## src/rtl/ws2811_serial_tx.sv

```systemverilog
// WS2811 single-wire bit encoder: turns a 24-bit LED word into high/low pulses,
// generates the latch low period, and reports completion to the controller FSM.
module ws2811_serial_tx #(
  parameter int unsigned T0H_CYCLES   = 20,
  parameter int unsigned T1H_CYCLES   = 40,
  parameter int unsigned BIT_CYCLES   = 63,
  parameter int unsigned RESET_CYCLES = 3000
) (
  input  logic        clock,
  input  logic        reset,
  input  logic        send_data,
  input  logic        serial_reset,
  input  logic [23:0] data,
  output logic        dout,
  output logic        word_sent,
  output logic        serial_reset_done,
  output logic [1:0]  db_estado
);

  localparam int unsigned MAX_CYCLES = (BIT_CYCLES > RESET_CYCLES) ? BIT_CYCLES : RESET_CYCLES;
  localparam int unsigned CNT_W      = (MAX_CYCLES > 1) ? $clog2(MAX_CYCLES) : 1;

  localparam logic [CNT_W-1:0] BIT_LAST = CNT_W'(BIT_CYCLES - 1);
  localparam logic [CNT_W-1:0] RST_LAST = CNT_W'(RESET_CYCLES - 1);
  localparam logic [CNT_W-1:0] T0H      = CNT_W'(T0H_CYCLES);
  localparam logic [CNT_W-1:0] T1H      = CNT_W'(T1H_CYCLES);

  typedef enum logic [1:0] {
    ST_IDLE  = 2'b00,
    ST_BIT   = 2'b01,
    ST_LATCH = 2'b10
  } state_t;

  state_t           state;
  logic [23:0]      shreg;
  logic [4:0]       bit_cnt;
  logic [CNT_W-1:0] cyc_cnt;
  logic [CNT_W-1:0] cyc_inc;
  logic [CNT_W-1:0] t_high;

  assign cyc_inc   = cyc_cnt + CNT_W'(1);
  assign t_high    = shreg[23] ? T1H : T0H;
  assign db_estado = state;

  // Outputs are registered from the next-state values so dout, the pulses and
  // db_estado all change on the same edge as the state they belong to.
  always_ff @(posedge clock or posedge reset) begin
    if (reset) begin
      state             <= ST_IDLE;
      shreg             <= '0;
      bit_cnt           <= '0;
      cyc_cnt           <= '0;
      dout              <= 1'b0;
      word_sent         <= 1'b0;
      serial_reset_done <= 1'b0;
    end else begin
      word_sent         <= 1'b0;
      serial_reset_done <= 1'b0;
      dout              <= 1'b0;
      case (state)
        ST_IDLE: begin
          if (serial_reset) begin
            state             <= ST_LATCH;
            cyc_cnt           <= '0;
            serial_reset_done <= (RST_LAST == '0);
          end else if (send_data) begin
            state   <= ST_BIT;
            shreg   <= data;
            bit_cnt <= 5'd23;
            cyc_cnt <= '0;
            // Every high time is non-zero, so a new bit always starts high.
            dout    <= 1'b1;
          end
        end

        ST_BIT: begin
          if (cyc_cnt == BIT_LAST) begin
            if (bit_cnt != 5'd0) begin
              shreg   <= {shreg[22:0], 1'b0};
              bit_cnt <= bit_cnt - 5'd1;
              cyc_cnt <= '0;
              dout    <= 1'b1;
            end else begin
              state <= ST_IDLE;
            end
          end else begin
            cyc_cnt   <= cyc_inc;
            dout      <= (cyc_inc < t_high);
            word_sent <= (cyc_inc == BIT_LAST) && (bit_cnt == 5'd0);
          end
        end

        ST_LATCH: begin
          if (!serial_reset || (cyc_cnt == RST_LAST)) begin
            state <= ST_IDLE;
          end else begin
            cyc_cnt           <= cyc_inc;
            serial_reset_done <= (cyc_inc == RST_LAST);
          end
        end

        default: begin
          state <= ST_IDLE;
        end
      endcase
    end
  end

endmodule

```

## config.mk

```make
export PLATFORM = sky130hd
export DESIGN_NAME = ws2811_serial_tx
export DESIGN_NICKNAME = d
export VERILOG_FILES = /design/src/rtl/ws2811_serial_tx.sv
export SDC_FILE = /design/constraint.sdc
export NUM_CORES = 1
export LEC_CHECK = 0
export ABC_AREA = 1
export BUFFER_PORTS_ARGS = -buffer_cell sky130_fd_sc_hd__buf_2
export CORE_MARGIN = 3
export CORE_UTILIZATION = 45
export DETAILED_ROUTE_END_ITERATION = 7
export HOLD_SLACK_MARGIN = 0.08
export RECOVER_POWER = 25
export SLEW_MARGIN = 25
export SYNTH_ARGS = -nofsm -noshare
export SYNTH_HDL_FRONTEND = slang
export SYNTH_SLANG_ARGS = --single-unit
```

## constraint.sdc

```tcl
create_clock -name clock -period 4.88 [get_ports clock]
set_input_delay 0 -clock clock [delete_from_list [all_inputs] [get_ports clock]]
set_output_delay 0 -clock clock [all_outputs]
set_load 0.01 [all_outputs]
```

==> results of run 1 <==
metrics by stage:
step / util / hold WS, ns / power, mW
after floorplan: - / 0.133 / 1.16
after global placement: 0.498 / 0.250 / 1.23
after detailed placement: 0.498 / 0.261 / 1.24
after CTS: 0.562 / 0.462 / 1.55
after global routing: 0.561 / 0.508 / 1.67
final: 0.561 / 0.487 / 1.53
worst max path at each step:
| stage | from | endpoint | slack, ns | depth (start not counted) |
|---|---|---|---|---|
| final | db_estado[1]$_DFFE_PP0P_ | shreg[4]$_DFFE_PP0P_ | 2.13 | 11 |
| after global routing | db_estado[1]$_DFFE_PP0P_ | shreg[22]$_DFFE_PP0P_ | 1.78 | 11 |
| after CTS | db_estado[1]$_DFFE_PP0P_ | shreg[14]$_DFFE_PP0P_ | 2.09 | 11 |
| after detailed placement | db_estado[1]$_DFFE_PP0P_ | shreg[2]$_DFFE_PP0P_ | 2.09 | 11 |
| after global placement | db_estado[1]$_DFFE_PP0P_ | shreg[14]$_DFFE_PP0P_ | 2.18 | 11 |
| after floorplan | db_estado[1]$_DFFE_PP0P_ | shreg[10]$_DFFE_PP0P_ | 3.11 | 12 |
worst max-delay path, delay by kind of cell (launching register included):
kind	cells	cell delay, ns
buffers and inverters	5	1.32
AO/OA/AOI/OAI	3	0.56
adder cells (fa/ha/maj)	1	0.15
AND/OR/NAND/NOR	2	0.20
flip-flops	1	0.42
where the power goes:
part	total (mW)	internal (mW)	switching [mW]
clock network	0.288	0.153	0.135
registers	0.584	0.511	0.0726
logic	0.660	0.240	0.421
total	1.53	0.904	0.629
registers in the layout, summed over array words and instances, names as in the netlist:
signal and cells:
dout 1, cyc_cnt 12, serial_reset_done 1, bit_cnt 5
word_sent 1, shreg 24, db_estado 2
layout make-up:
type,count,area (µm²)
clock buffers,6,72.6
clock inverters,2,37.5
well taps,75,93.8
repair buffers,61,442
flip-flops and latches,46,1150
inverters,33,130
fillers,571,2670
multi-input cells,275,1500
routing by layer:
layer | global-route usage | up-vias | wire length [µm] | share of wire
li1 | - | 1302 | - | -
met1 | 0.273 | 1147 | 3230 | 0.50
met2 | 0.303 | 21 | 3010 | 0.47
met3 | 0.0314 | 6 | 130 | 0.020
met4 | 0.0595 | 0 | 89 | 0.014
met5 | 0 | - | 0 | 0
cell usage after synthesis, drive strengths merged:
cell and n:
ha 12, o21ai 20, a31oi 23, a21oi 2
clkbuf 6, xnor2 1, o31ai 1, buf 8
nor3 4, nor2 56, o211ai 1, o21bai 1
a22oi 1, nand4 4, nor4 1, nand2 119
xor2 3, nand3 25, inv 33, and2 1
dfrtp 46
placed cells by master (no fill, tap or decap), types with 2 or more instances in the layout:
cell type / count
nand2_2: 2
nor2_2: 5
buf_2: 27
clkbuf_1: 6
nand2_1: 115
nor3_1: 3
o21ai_1: 5
dlygate4sd3_1: 28
nand2_4: 2
a21oi_1: 2
ha_1: 12
clkbuf_8: 5
inv_1: 31
dfrtp_1: 46
xor2_1: 3
nand4_1: 3
o21ai_0: 15
a31oi_2: 22
nand3_1: 24
nor2_1: 51
logic make-up (layout without fill, tap and decap cells):
family                   count (synthesis)  count (layout)  synth area share
flip-flops                              46              46             0.397
buffers and inverters                   47             102            0.0880
AO/OA/AOI/OAI                           49              49             0.145
AND/OR/NAND/NOR                        210             210             0.306
adder cells (fa/ha/maj)                 12              12            0.0517
XOR/XNOR                                 4               4            0.0121
==> key figures, run 1 <==
Worst setup path
  – Critical Path Most Common Cell: inv_1
  – R2r worst-path depth: 11
  – CP endpoint kind: register
  – Crit Path Max Fanout: 48
  – Worst Path Required: 5.11 ns
  – Crit-path max cell delay: 0.48 ns
  – Reg2reg start: db_estado[1]$_DFFE_PP0P_
  – Worst endpoint data arrival time: 2.98 ns
  – Reg2Reg Setup Slack: 2.13 ns
  – Worst Setup Start Kind: register
  – Critical path's slowest cell: inv_1
  – CP cell instances: inv_1 -> ha_1 -> buf_4 -> inv_1 -> o21ai_1 -> o21ai_1 -> inv_1 -> nand2_4 -> inv_6 -> nor2_1 -> a31oi_2
  – RR Endpoint: shreg[4]$_DFFE_PP0P_
  – WS Path Type: reg2reg

Cells and area
  – Final antenna diode count: 0
  – Final Net Count: 462
  – Area growth from synthesis to layout: 17.9%
  – Design area: 3420 µm²
  – Share of cells above drive strength 1: 0.168
  – Fin cells: 498

Global route
  – GRT Util Overall: 0.192
  – Largest net degree at the start of global routing: 49
  – Congestion Overflow GR: 0
  – Antenna violations before repair: 0
  – Global-route wire length before repair: 11400 µm
  – Vias in the first global route: 2425

Power and ir drop
  – Leak: 1.54 nW
  – PD cells: 448 nW/µm²
  – Max IR drop VDD: 0.263 mV

Logic synthesis
  – Synth Register Bits: 46
  – Synth top area cells: dfrtp_1 40%, nand2_1 15%, a31oi_2 9.5%, nor2_1 6.6%, ha_1 5.2%
  – Synth unique cells: 34
  – Synth Warn #: 0
  – Netlist Area Pre-Place: 2900 µm²
  – Sequential fraction of the synthesis area: 0.397
  – Avg Synthesized Cell Area: 7.88 µm²
  – Cell taking the most area after synthesis: dfrtp_1
  – Synth top area share: 0.397
  – Synth Instances: 368
  – Syn Nets: 408

CTS
  – Post_cts resized: 0
  – Clk_lat worst skew: 0.30 ns
  – Hold-fix buffers, CTS: 28
  – Clock sink count: 46
  – Htree depth: 2
  – CTS Buf Count: 5
  – CTS root buf: clkbuf_8
  – Clock Path Buffers: 2
  – Clock Pin Slew Worst Setup and Hold Paths: 0.09 ns
  – Setup Buffers After CTS: 0
  – TritonCTS clock tree: built

Floorplan
  – Die Y: 86.3 µm
  – Die ar.: 7450 µm²
  – Initial core utilization: 0.476
  – Top-Level Pins: 33
  – Die Wd: 86.3 µm
  – Core area: 6100 µm²
  – Row cnt: 28

Placed design
  – Pre-CTS setup slack: 2.09 ns
  – GP Congestion: 0.840
  – Placed insts: 462
  – Detail Placement HPWL: 4400 µm
  – I/O Buffers: 32
  – Area post-placement: 3040 µm²

Detailed routing
  – Via count: 2476
  – Drt pass-1 iters: 4
  – Post-detailed-route via-to-cell ratio: 4.97
  – Routed Antenna Nets: 0
  – Routed len/inst: 13.0 µm
  – First DRT Iteration DRCs: 138
  – Total Wirelength: 6460 µm
  – # DRC: 0

Job
  – Max-cap violations: 1

Min path
  – Cells on Worst Hold Path: 4
  – Hold endpoint: shreg[0]$_DFFE_PP0P_
  – Min-delay src: data[0]
  – Worst min-delay path class: in2reg

Timing
  – Final Hold Viols: 0
  – Setup TNS: 0 ns
  – Max Freq: 0.363 GHz
  – Final setup skew: 0.00761 ns
  – Worst slew pin tran: 2.09 ns
  – RSZ-0062 raised after global routing: false
  – Setup violators final: 0
  – Slew margin rel.: -0.402
  – Post-route setup slack: 2.13 ns
  – Crit path time final: 2.75 ns
  – Final period utilization: 0.564
  – Max-slew violations: 47

Status
  – Violated checks: max-capacitance violations, max-slew violations
  – Outcome: finished with violations
Note: power is estimated with default switching activity, not from simulation.
==> run 2, diff against run 1 <==
--- a/config.mk
+++ b/config.mk
@@ -5,12 +5,13 @@
 export SDC_FILE = /design/constraint.sdc
 export NUM_CORES = 1
 export LEC_CHECK = 0
-export ABC_AREA = 1
+export ABC_AREA = 0
 export BUFFER_PORTS_ARGS = -buffer_cell sky130_fd_sc_hd__buf_2
 export CORE_MARGIN = 3
 export CORE_UTILIZATION = 45
 export DETAILED_ROUTE_END_ITERATION = 7
 export HOLD_SLACK_MARGIN = 0.08
+export PLACE_DENSITY = 0.66
 export RECOVER_POWER = 25
 export SLEW_MARGIN = 25
 export SYNTH_ARGS = -nofsm -noshare
==> constraint.sdc (replaced) <==
create_clock -name clock -period 2.4 [get_ports clock]
set_input_delay 0 -clock clock [delete_from_list [all_inputs] [get_ports clock]]
set_output_delay 0 -clock clock [all_outputs]
set_load 0.01 [all_outputs]
==> run 2 against run 1 <==
Net effect:
- the run still ends with max-capacitance violations, max-slew violations left
- die area is 3.0% higher
- final area grew 5.3%
- cell count decreased by 19%
- critical path type unchanged
- setup slack worse by 1.9 ns
- first-iteration DRC count fell by 28%
- via count shrank 11%
- area after synthesis is 3.3% higher
- critical endpoint is now cyc_cnt[7]$_DFFE_PP0P_
- maximum frequency is 26% higher
==> key figures, run 2 <==
Cells and area
  – Most frequent cells in the layout: 46 x dfrtp_1, 30 x mux2_2, 27 x dlygate4sd3_1, 27 x buf_2, 17 x mux2_4 (was 115 x nand2_1, 51 x nor2_1, 46 x dfrtp_1)
  – Max FFs per register: 24 (unchanged)
  – Biggest regs: shreg: 24 flops, cyc_cnt: 12 flops, bit_cnt: 5 flops (unchanged)
  – Final Net Count: 365 (was 462)
  – Final antenna diode count: 0 (unchanged)
  – Biggest register: shreg (unchanged)
  – Area growth from synthesis to layout: 20.2% (was 17.9%)
  – Filler cells: 543 (was 571)
  – Most common cell after layout, fill and taps aside: dfrtp_1 (was nand2_1)
  – Share of cells above drive strength 1: 0.331 (was 0.168)

Logic synthesis
  – Synth Area in Compound Gates: 0.133 (was 0.145)
  – Synth top area share: 0.384 (was 0.397)
  – Synth unique cells: 60 (was 34)
  – Cell taking the most area after synthesis: dfrtp_1 (unchanged)
  – Synth Warn #: 0 (unchanged)
  – Post-Synth Adder-Cell Area: 0.0501 (was 0.0517)
  – Synth Instances: 262 (was 368)
  – Most common cell in the netlist: dfrtp_1 (was nand2_1)
  – Synth top area cells: dfrtp_1 38%, mux2_2 11%, mux2_4 8.5%, ha_1 5.0%, a22o_1 2.0% (was dfrtp_1 40%, nand2_1 15%, a31oi_2 9.5%, nor2_1 6.6%, ha_1 5.2%)
  – Combinational family with the most area after synthesis: multiplexers (was simple AND/OR/NAND/NOR gates)
  – Avg Synthesized Cell Area: 11.4 µm² (was 7.88 µm²)
  – Netlist Area Pre-Place: 3000 µm² (was 2900 µm²)
  – Sequential fraction of the synthesis area: 0.384 (was 0.397)
  – Syn Nets: 302 (was 408)
  – Simple-gate share of the synthesized area: 0.146 (was 0.306)
  – EDFF count, synth: 0 (unchanged)
  – Most frequent cells after synthesis: 46 x dfrtp_1, 30 x mux2_2, 17 x mux2_4 (was 115 x nand2_1, 51 x nor2_1, 46 x dfrtp_1)
  – Post-Synth XOR/XNOR Area: 0.0234 (was 0.0121)
  – Ys async rst share: 1.00 (unchanged)
  – Synth Register Bits: 46 (unchanged)
  – Multiplexer area fraction after synthesis: 0.208 (was 0)
  – Primary FF master, synth: dfrtp_1 (unchanged)

Min path
  – Worst min-delay path class: reg2reg (was in2reg)
  – Cells on Worst Hold Path: 1 (was 4)
  – Min-delay src: shreg[21]$_DFFE_PP0P_ (was data[0])

Floorplan
  – Die ar.: 7670 µm² (was 7450 µm²)
  – Initial core utilization: 0.469 (was 0.476)
  – Top-Level Pins: 33 (unchanged)
  – Die Wd: 87.6 µm (was 86.3 µm)
  – Die Y: 87.6 µm (was 86.3 µm)
  – Core area: 6390 µm² (was 6100 µm²)
  – Row cnt: 29 (was 28)

Power and ir drop
  – Pint: 2.23 mW (was 904 µW)
  – PD cells: 956 nW/µm² (was 448 nW/µm²)
  – Leak: 1.62 nW (was 1.54 nW)
  – Combinational power share: 0.511 (was 0.431)
  – Net Sw Frac: 0.353 (was 0.410)
  – Part of the power in the clock network: 0.142 (was 0.188)
  – Reg power frac: 0.347 (was 0.381)
  – P_sw: 1.22 mW (was 629 µW)
  – Max IR drop VDD: 0.739 mV (was 0.263 mV)

Global route
  – GRT Util Overall: 0.175 (was 0.192)
  – Congestion Overflow GR: 0 (unchanged)
  – Largest net degree at the start of global routing: 47 (was 49)
  – Antenna violations before repair: 0 (unchanged)
  – Vias in the first global route: 2207 (was 2425)
  – Global-route wire length before repair: 10700 µm (was 11400 µm)

Worst setup path
  – Reg2Reg Setup Slack: 0.22 ns (was 2.13 ns)
  – Crit Path Max Fanout: 9 (was 48)
  – Worst endpoint data arrival time: 2.43 ns (was 2.98 ns)
  – Reg2reg start: cyc_cnt[0]$_DFFE_PP0P_ (was db_estado[1]$_DFFE_PP0P_)
  – RR Endpoint: cyc_cnt[7]$_DFFE_PP0P_ (was shreg[4]$_DFFE_PP0P_)
  – WS Path Type: reg2reg (unchanged)
  – CP endpoint kind: register (unchanged)
  – R2r worst-path depth: 6 (was 11)
  – Worst Path Required: 2.64 ns (was 5.11 ns)
  – Crit path from: cyc_cnt[0]$_DFFE_PP0P_ (was db_estado[1]$_DFFE_PP0P_)
  – Worst Setup Start Kind: register (unchanged)
  – Setup crit end: cyc_cnt[7]$_DFFE_PP0P_ (was shreg[4]$_DFFE_PP0P_)

Detailed routing
  – Post-detailed-route via-to-cell ratio: 5.48 (was 4.97)
  – Drt pass-1 iters: 4 (unchanged)
  – Routed len/inst: 15.9 µm (was 13.0 µm)
  – Total Wirelength: 6400 µm (was 6460 µm)
  – Met3 WL: 171 µm (was 130 µm)
  – Met2 wire len: 3110 µm (was 3010 µm)
  – Via count: 2208 (was 2476)
  – Top layer used by detailed routing: met4 (unchanged)
  – # DRC: 0 (unchanged)
  – Routed Antenna Nets: 0 (unchanged)
  – Routed met1 length: 3040 µm (was 3230 µm)
  – First DRT Iteration DRCs: 99 (was 138)

CTS
  – Post_cts resized: 0 (unchanged)
  – Htree depth: 2 (unchanged)
  – Clk_lat worst skew: 0.30 ns (about the same)
  – CTS root buf: clkbuf_8 (unchanged)
  – Clock sink count: 46 (unchanged)
  – Setup Buffers After CTS: 0 (unchanged)
  – Hold-fix buffers, CTS: 27 (was 28)
  – TritonCTS clock tree: built (unchanged)
  – CTS Buf Count: 5 (unchanged)
  – Clock Pin Slew Worst Setup and Hold Paths: 0.09 ns (about the same)
  – Clock Path Buffers: 2 (unchanged)

Timing
  – Post-route setup slack: 0.218 ns (was 2.13 ns)
  – RSZ-0062 raised after global routing: false (unchanged)
  – Final period utilization: 0.909 (was 0.564)
  – Final Hold Viols: 0 (unchanged)
  – Max Freq: 0.458 GHz (was 0.363 GHz)
  – Slew margin rel.: -0.189 (was -0.402)
  – Hold Worst Slack: 0.510 ns (was 0.487 ns)
  – Crit path time final: 2.18 ns (was 2.75 ns)
  – Worst slew pin tran: 1.78 ns (was 2.09 ns)
  – Final setup skew: 0.0149 ns (was 0.00761 ns)
  – Setup TNS: 0 ns (unchanged)
  – Max-slew violations: 47 (unchanged)
  – Setup violators final: 0 (unchanged)

Job
  – Max-cap violations: 1 (unchanged)

Placed design
  – I/O Buffers: 32 (unchanged)
  – Detail Placement HPWL: 4150 µm (was 4400 µm)
  – GP Congestion: 0.818 (was 0.840)
  – Pre-CTS setup slack: 0.242 ns (was 2.09 ns)

Status
  – Violated checks: max-capacitance violations, max-slew violations (unchanged)
  – Outcome: finished with violations (unchanged)
-- run 2: how the worst min path moves through the flow --
stage                                     endpoint  slack [ns]
after floorplan           db_estado[1]$_DFFE_PP0P_        0.13
after global placement        shreg[0]$_DFFE_PP0P_        0.26
after detailed placement      shreg[0]$_DFFE_PP0P_        0.28
after CTS                     shreg[0]$_DFFE_PP0P_        0.50
after global routing          shreg[0]$_DFFE_PP0P_        0.52
final                        shreg[21]$_DFFE_PP0P_        0.51
-- run 2: kinds of logic (layout without fill, tap and decap cells) --
| kind of cell | count (synthesis) | after routing |
|---|---|---|
| muxes | 50 | 50 |
| and+or+nand+nor | 69 | 69 |
| buffers and inverters | 29 | 93 |
| xor gates and xnor gates | 8 | 8 |
| adders and majority gates | 12 | 12 |
| DFF | 46 | 46 |
| AOI/OAI and AO/OA | 48 | 48 |
-- run 2: routing by layer --
layer / up-vias / global-route usage
li1: 1087 / -
met1: 1083 / 0.240
met2: 32 / 0.286
met3: 6 / 0.0226
met4: 0 / 0.0572
met5: - / 0
-- run 2: metrics by stage --
stage                      util  cell area [µm²]  power [mW]  cells
after floorplan               -             3000        2.63    262
after global placement    0.509             3250        2.90    368
after detailed placement  0.509             3250        2.93    368
after CTS                 0.565             3610        3.47    403
after global routing      0.564             3600        3.67    403
final                     0.564             3600        3.44    403
-- run 2: worst max-delay path, cell delays in order, from the launching register on --
cell and delay, ns:
dfrtp_1 0.45, ha_1 0.29, and3b_1 0.20, a41o_1 0.25, and2_0 0.29, nor3_4 0.42
a22o_2 0.22
-- run 2: area by class of cell --
class	count	area (µm²)	share of cell area
Clock buffer	5	68.8	0.0191
Clock inverter	3	21.3	0.00590
Inverter	16	60.1	0.0167
Multi-Input combinational cell	187	1680	0.466
Sequential cell	46	1150	0.320
Tap cell	77	96.3	0.0267
Timing Repair Buffer	69	524	0.146
-- run 2: power by group through the flow --
stage / combinational [mW] / clock [mW] / sequential, mW
2_1_floorplan: 1.46 / 0 / 1.17
4_1_cts: 1.78 / 0.501 / 1.19
5_1_grt: 1.91 / 0.533 / 1.22
3_3_place_gp: 1.70 / 0 / 1.19
6_report: 1.76 / 0.490 / 1.19
3_5_place_dp: 1.73 / 0 / 1.20
